<file path="src/rtl/packet_framer_pkg.sv">
// Shared definitions for the packet framer.
//   state_e     : framer FSM states
//   GAP_CYCLES  : idle cycles enforced after every eop
//   len_clamp() : maps a requested length onto the legal range 1..2**awidth
package packet_framer_pkg;

    typedef enum logic [1:0] {
        ST_IDLE = 2'd0,
        ST_SEND = 2'd1,
        ST_GAP  = 2'd2
    } state_e;

    // Covers the sorter's busy rise latency so the next launch never
    // overlaps its output phase.
    localparam int GAP_CYCLES = 2;

    function automatic int len_clamp(input int len, input int awidth);
        int max_len;
        max_len = 1 << awidth;
        if (len == 0) begin
            return 1;
        end
        if (len > max_len) begin
            return max_len;
        end
        return len;
    endfunction

endpackage

</file>
<file path="src/rtl/packet_framer_if.sv">
// Bus between the framer control logic and its word FIFO.
//   wr/data       : push request and word (master -> FIFO)
//   rd            : pop request, FIFO is show-ahead so q is the head word
//   q/count       : head word and occupancy (FAWIDTH+1 bits)
//   full/empty    : status; full is registered and forced high in reset
// Handshake: a push happens on a clock edge where wr && !full, a pop on
// an edge where rd && !empty; both may happen on the same edge.
interface packet_framer_if #(
    parameter int DWIDTH  = 8,
    parameter int FAWIDTH = 4
);
    logic               wr;
    logic               rd;
    logic [DWIDTH-1:0]  data;
    logic [DWIDTH-1:0]  q;
    logic [FAWIDTH:0]   count;
    logic               full;
    logic               empty;

    modport master (
        output wr, rd, data,
        input  q, count, full, empty
    );

    modport slave (
        input  wr, rd, data,
        output q, count, full, empty
    );
endinterface

</file>
<file path="src/rtl/packet_framer_fifo.sv">
// framer_fifo: single-clock show-ahead FIFO, depth 2**FAWIDTH.
//   clk_i  : clock, rising edge
//   srst_i : synchronous active-low reset, discards contents
//   bus    : packet_framer_if slave (wr, rd, data, q, count, full, empty)
module framer_fifo #(
    parameter int DWIDTH  = 8,
    parameter int FAWIDTH = 4
) (
    input  logic              clk_i,
    input  logic              srst_i,
    packet_framer_if.slave    bus
);
    localparam int DEPTH = 2 ** FAWIDTH;

    logic [DWIDTH-1:0]  mem_q [DEPTH];
    logic [FAWIDTH-1:0] wr_ptr_q;
    logic [FAWIDTH-1:0] rd_ptr_q;
    logic [FAWIDTH:0]   count_q;
    logic [FAWIDTH:0]   count_d;
    logic               full_q;
    logic               do_wr;
    logic               do_rd;

    assign do_wr = bus.wr && !full_q;
    assign do_rd = bus.rd && (count_q != '0);

    always_comb begin
        count_d = count_q;
        case ({do_wr, do_rd})
            2'b10:   count_d = count_q + (FAWIDTH+1)'(1);
            2'b01:   count_d = count_q - (FAWIDTH+1)'(1);
            default: count_d = count_q;
        endcase
    end

    // full is held high during reset so the upstream sees ready low, and
    // is computed from the next count so ready stays a pure register.
    always_ff @(posedge clk_i) begin
        if (!srst_i) begin
            wr_ptr_q <= '0;
            rd_ptr_q <= '0;
            count_q  <= '0;
            full_q   <= 1'b1;
        end else begin
            if (do_wr) begin
                wr_ptr_q <= wr_ptr_q + FAWIDTH'(1);
            end
            if (do_rd) begin
                rd_ptr_q <= rd_ptr_q + FAWIDTH'(1);
            end
            count_q <= count_d;
            full_q  <= (count_d == (FAWIDTH+1)'(DEPTH));
        end
    end

    always_ff @(posedge clk_i) begin
        if (do_wr) begin
            mem_q[wr_ptr_q] <= bus.data;
        end
    end

    assign bus.q     = mem_q[rd_ptr_q];
    assign bus.count = count_q;
    assign bus.full  = full_q;
    assign bus.empty = (count_q == '0);

endmodule

</file>
<file path="src/rtl/packet_framer.sv">
// packet_framer: buffers an unframed valid/ready word stream and emits
// contiguous packets of a programmable length with sop/eop/val framing,
// launching only while the downstream sorter is not busy.
//   clk_i, srst_i        : clock, synchronous active-low reset
//   data_i/val_i/ready_o : input stream, transfer on val_i && ready_o
//   len_i                : packet length, clamped to 1..2**AWIDTH at launch
//   busy_i               : sorter busy, only looked at in IDLE
//   data_o/sop_o/eop_o/val_o : registered packet output
module packet_framer
    import packet_framer_pkg::*;
#(
    parameter int DWIDTH  = 8,
    parameter int AWIDTH  = 3,
    parameter int FAWIDTH = 4
) (
    input  logic              clk_i,
    input  logic              srst_i,
    input  logic [DWIDTH-1:0] data_i,
    input  logic              val_i,
    output logic              ready_o,
    input  logic [AWIDTH:0]   len_i,
    input  logic              busy_i,
    output logic [DWIDTH-1:0] data_o,
    output logic              sop_o,
    output logic              eop_o,
    output logic              val_o
);
    packet_framer_if #(.DWIDTH(DWIDTH), .FAWIDTH(FAWIDTH)) fifo_bus ();

    framer_fifo #(.DWIDTH(DWIDTH), .FAWIDTH(FAWIDTH)) u_fifo (
        .clk_i  (clk_i),
        .srst_i (srst_i),
        .bus    (fifo_bus.slave)
    );

    state_e            state_q, state_d;
    logic [AWIDTH:0]   rem_q, rem_d;
    logic [1:0]        gap_q, gap_d;
    logic [DWIDTH-1:0] data_q, data_d;
    logic              sop_q, sop_d;
    logic              eop_q, eop_d;
    logic              val_q, val_d;
    logic              rd;
    logic [AWIDTH:0]   len_eff;

    assign len_eff = (AWIDTH+1)'(len_clamp(int'(len_i), AWIDTH));

    assign ready_o       = !fifo_bus.full;
    assign fifo_bus.wr   = val_i && ready_o;
    assign fifo_bus.data = data_i;
    assign fifo_bus.rd   = rd;

    always_comb begin
        state_d = state_q;
        rem_d   = rem_q;
        gap_d   = gap_q;
        data_d  = data_q;
        sop_d   = 1'b0;
        eop_d   = 1'b0;
        val_d   = 1'b0;
        rd      = 1'b0;
        case (state_q)
            ST_IDLE: begin
                // Launch only with the whole packet buffered so it can
                // go out without bubbles.
                if (!fifo_bus.empty && !busy_i &&
                    (fifo_bus.count >= (FAWIDTH+1)'(len_eff))) begin
                    rd     = 1'b1;
                    data_d = fifo_bus.q;
                    sop_d  = 1'b1;
                    val_d  = 1'b1;
                    rem_d  = len_eff - (AWIDTH+1)'(1);
                    if (len_eff == (AWIDTH+1)'(1)) begin
                        eop_d   = 1'b1;
                        gap_d   = '0;
                        state_d = ST_GAP;
                    end else begin
                        state_d = ST_SEND;
                    end
                end
            end
            ST_SEND: begin
                rd     = 1'b1;
                data_d = fifo_bus.q;
                val_d  = 1'b1;
                rem_d  = rem_q - (AWIDTH+1)'(1);
                if (rem_q == (AWIDTH+1)'(1)) begin
                    eop_d   = 1'b1;
                    gap_d   = '0;
                    state_d = ST_GAP;
                end
            end
            ST_GAP: begin
                gap_d = gap_q + 2'd1;
                if (gap_q == 2'(GAP_CYCLES - 1)) begin
                    state_d = ST_IDLE;
                end
            end
            default: state_d = ST_IDLE;
        endcase
    end

    always_ff @(posedge clk_i) begin
        if (!srst_i) begin
            state_q <= ST_IDLE;
            rem_q   <= '0;
            gap_q   <= '0;
            data_q  <= '0;
            sop_q   <= 1'b0;
            eop_q   <= 1'b0;
            val_q   <= 1'b0;
        end else begin
            state_q <= state_d;
            rem_q   <= rem_d;
            gap_q   <= gap_d;
            data_q  <= data_d;
            sop_q   <= sop_d;
            eop_q   <= eop_d;
            val_q   <= val_d;
        end
    end

    assign data_o = data_q;
    assign sop_o  = sop_q;
    assign eop_o  = eop_q;
    assign val_o  = val_q;

endmodule

</file>
<file path="config.mk">
export PLATFORM = sky130hd
export DESIGN_NAME = packet_framer
export DESIGN_NICKNAME = d
export VERILOG_FILES = /design/src/rtl/packet_framer_pkg.sv /design/src/rtl/packet_framer_if.sv /design/src/rtl/packet_framer_fifo.sv /design/src/rtl/packet_framer.sv
export SDC_FILE = /design/constraint.sdc
export NUM_CORES = 1
export LEC_CHECK = 0
export CAP_MARGIN = 10
export CORE_ASPECT_RATIO = 0.6
export CORE_MARGIN = 5
export CORE_UTILIZATION = 45
export CTS_BUF_LIST = sky130_fd_sc_hd__clkbuf_8 sky130_fd_sc_hd__clkbuf_16
export CTS_CLUSTER_DIAMETER = 150
export CTS_CLUSTER_SIZE = 8
export DETAILED_ROUTE_END_ITERATION = 16
export GPL_TIMING_DRIVEN = 0
export PLACE_DENSITY_LB_ADDON = 0.12
export REMOVE_ABC_BUFFERS = 1
export SLEW_MARGIN = 20
export SYNTH_ARGS = -nofsm -noshare
export SYNTH_HDL_FRONTEND = slang
export SYNTH_HIERARCHICAL = 1
export SYNTH_SLANG_ARGS = --single-unit
</file>
<file path="constraint.sdc">
create_clock -name clk_i -period 10.8 [get_ports clk_i]
set_input_delay 2.16 -clock clk_i [delete_from_list [all_inputs] [get_ports clk_i]]
set_output_delay 2.16 -clock clk_i [all_outputs]
set_load 0.05 [all_outputs]
</file>
==> results_dict.tcl <==
set metrics [dict create \
    netlist_area_sq_um 6917 \
    fin_area_sq_um 7905 \
    initial_core_util_pct 45.52 \
    rows 35 \
    grt_max_degree 33 \
    critPathBufInv 2 \
    p_leak_nw 2.688 \
    swShare_pct 21.09 \
    internal_power_w 0.001018 \
    p_comb_share_pct 3.7 \
    r2r-start "u_fifo/bus.count[2]" \
    postCtsSetupBuffers 0 \
    min_path_type "flop to flop" \
    cts_resized 0 \
    synth_top_flop_cell "edfxtp_1" \
    fin_nets 477 \
    path_max_fanout 13 \
    post_drt_via_cell_ratio 5.361 \
    clk-insertion-delay-late_ps 410 \
    core_area_sq_um 15200 \
    fin_crit_sh_pct 57.01 \
    drt-pass1-iter-count 4 \
    crit_path_start "len_i[2]" \
    setup_viol 0 \
    cts_buffers 17 \
    ys_async_sr_fraction_pct 0 \
    stdcell_count 660 \
    r2r_end "u_fifo/bus.full" \
    slew_headroom_pct 48.34 \
    clockPowerShare_pct 42.8 \
    place_congestion 0.7769 \
    ys_ff_latch 165 \
    layout_commonest_cell "edfxtp_1" \
    pwr_density_cell_nw_per_um2 163.3 \
    required_ps 11110 \
    vias 3538 \
    synth-edff-count 128 \
    layout_min_cycle_time_ps 6157 \
    post_dp_cell_area_sq_um 7360 \
    yosysWarnings 6 \
    cp_top_family "compound AO/OA/AOI/OAI gates" \
    crit_cells 17 \
    cts_tree "done" \
    hpwl_microns 9074 \
    clock-sinks 165 \
    end_kind "flop" \
    num_antenna_cells 0 \
    cap_violations 0 \
    rsz0062_at_grt "no" \
    first_global_vias 3504 \
    die_area_sq_um 18030 \
    irDropWorstVdd_mv 0.08343 \
    drcViolationCount 0 \
    skew_ps 12.67 \
    syn_area_per_cell_sq_um 16.59 \
    grt_pass1_wl_microns 21010 \
    worstSetupPathType "primary input to flop" \
    h-tree-depth 4 \
    whs_ps 474.8 \
    grt_overflow 0 \
    start_kind "primary input" \
    path_cells "clkdlybuf4s50_1, nor2_1, nor2_1, nor2_1, ha_1, nor2b_1, o21ai_0, a41oi_4, inv_2, o31a_1, ha_1, xor2_1, ha_1, a211oi_1, a2111oi_4, xnor2_1, o41ai_2" \
    cp_slowest_cell "a41oi_4" \
    cts.reportedPaths.clkPinSlew_ps 70 \
    fmax_mhz 162.4 \
    place_inst 628 \
    cts_hold_buf 0 \
    routed_wl_microns 13410 \
    wl_per_cell_microns 20.32 \
    run_status "finished, final reports clean" \
    ys_seq_area_share_pct 66.28 \
    layout-drive-gt1-share_pct 17.72 \
    final_cell_mix "edfxtp_1, mux4_2, dfxtp_1" \
    port_buffers 27 \
    die_h_microns 106.0 \
    switching_power_w 0.0002722 \
    pwr-share-seq_pct 53.6 \
    max_stage_delay_ps 630 \
    tightest_slew_ps 772.5 \
    rrSetupSlack_ps 6480 \
    grt_usage_pct 15.89 \
    synth.distinct_cells 49 \
    syn_inst 417 \
    fin_tns_setup_ps 0 \
    area_growth_pct 14.29 \
    critPathCapture "u_fifo/bus.full" \
    arrival_ps 6460 \
    io_pins 28 \
    die_width_microns 170.1 \
    antenna_found_initial 0 \
    antenna_left 0 \
    clk_path_buf_depth 2 \
    r2r_cells 13 \
    slew_viol_final 0 \
    hold_violations 0 \
    drt_iter0_drc 275 \
    root_buffer "clkbuf_16" \
]
## registers in the layout (all words and copies together), names as in the netlist, named ones only
| name | count |
|---|---|
| u_fifo/wr_ptr_q | 4 |
| gap_q | 2 |
| u_fifo/bus.full | 1 |
| u_fifo/mem_q | 128 |
| state_q | 2 |
| rem_q | 4 |
| sop_o | 1 |
| val_o | 1 |
| u_fifo/rd_ptr_q | 4 |
| data_o | 8 |
| eop_o | 1 |
| u_fifo/bus.count | 5 |
## power groups by stage
stage / Sequential (W) / Combinational (W) / Clock [W]
after global placement: 0.000705 / 0.0000465 / 0
final: 0.000691 / 0.0000474 / 0.000552
after floorplan: 0.000707 / 0.0000225 / 0
after CTS: 0.000691 / 0.0000477 / 0.000566
after global routing: 0.000692 / 0.0000525 / 0.000597
after detailed placement: 0.000705 / 0.0000474 / 0
## how the worst min path moves through the flow
stage                     startpoint        to  slack, ps  depth (start not counted)
after floorplan             rem_q[3]  rem_q[3]        430                          1
after global placement      rem_q[3]  rem_q[3]        450                          1
after detailed placement    rem_q[3]  rem_q[3]        470                          1
after CTS                   rem_q[3]  rem_q[3]        480                          1
after global routing        rem_q[3]  rem_q[3]        490                          1
final                       rem_q[3]  rem_q[3]        470                          1
## routing by layer
| layer | global-route usage (%) | part of all wire [%] | wire (microns) | vias to the layer above |
|---|---|---|---|---|
| met5 | 0 | 0 | 0 | - |
| met4 | 4.274 | 0.50 | 67 | 0 |
| met3 | 5.017 | 6.5 | 878 | 6 |
| met2 | 20.24 | 41 | 5493 | 81 |
| met1 | 25.70 | 52 | 6971 | 1792 |
| li1 | - | - | - | 1659 |
## cell usage after synthesis, types with 3 or more instances
library cell | instances | share of area (%)
a211oi_1 | 3 | 0.33
a21oi_1 | 9 | 0.65
and2_1 | 25 | 2.3
and3_1 | 3 | 0.27
buf_1 | 5 | 0.27
buf_6 | 5 | 0.81
clkbuf_1 | 9 | 0.49
dfxtp_1 | 37 | 11
edfxtp_1 | 128 | 56
ha_1 | 17 | 3.1
inv_1 | 14 | 0.76
mux2i_1 | 11 | 1.6
mux4_2 | 40 | 13
nand2_1 | 12 | 0.65
nor2_1 | 28 | 1.5
nor2b_1 | 8 | 0.72
nor3_1 | 5 | 0.36
nor4_1 | 3 | 0.27
o21ai_0 | 9 | 0.65
xnor2_1 | 7 | 0.89
xor2_1 | 6 | 0.76
## through the flow
stage | total power (W) | utilization [%] | setup slack, ps
after floorplan | 0.0007292 | - | 5471
after global placement | 0.0007513 | 48.22 | 4274
after detailed placement | 0.0007523 | 48.43 | 4271
after CTS | 0.001305 | 52.02 | 4665
after global routing | 0.001341 | 52.02 | 4361
final | 0.001291 | 52.02 | 4643
## cell type report
class | instances | area, sq um
Multi-Input combinational cell | 217 | 2162
Tap cell | 203 | 254.0
Clock inverter | 13 | 81.33
Inverter | 15 | 56.30
Clock buffer | 19 | 464.2
Fill cell | 1205 | 7291
Sequential cell | 165 | 4589
Timing Repair Buffer | 28 | 297.8
## cells by family (layout without fill, tap and decap cells)
family                     after synthesis  count (layout)  synth area share, %
muxes                                   51              51                14.62
buffers and inverters                   35              75                2.460
AOI/OAI and AO/OA                       39              39                4.450
adders and majority gates               17              17                3.075
xor gates and xnor gates                13              13                1.646
and+or+nand+nor                         97              97                7.471
DFF                                    165             165                66.28
Note: power is estimated with default switching activity, not from simulation.
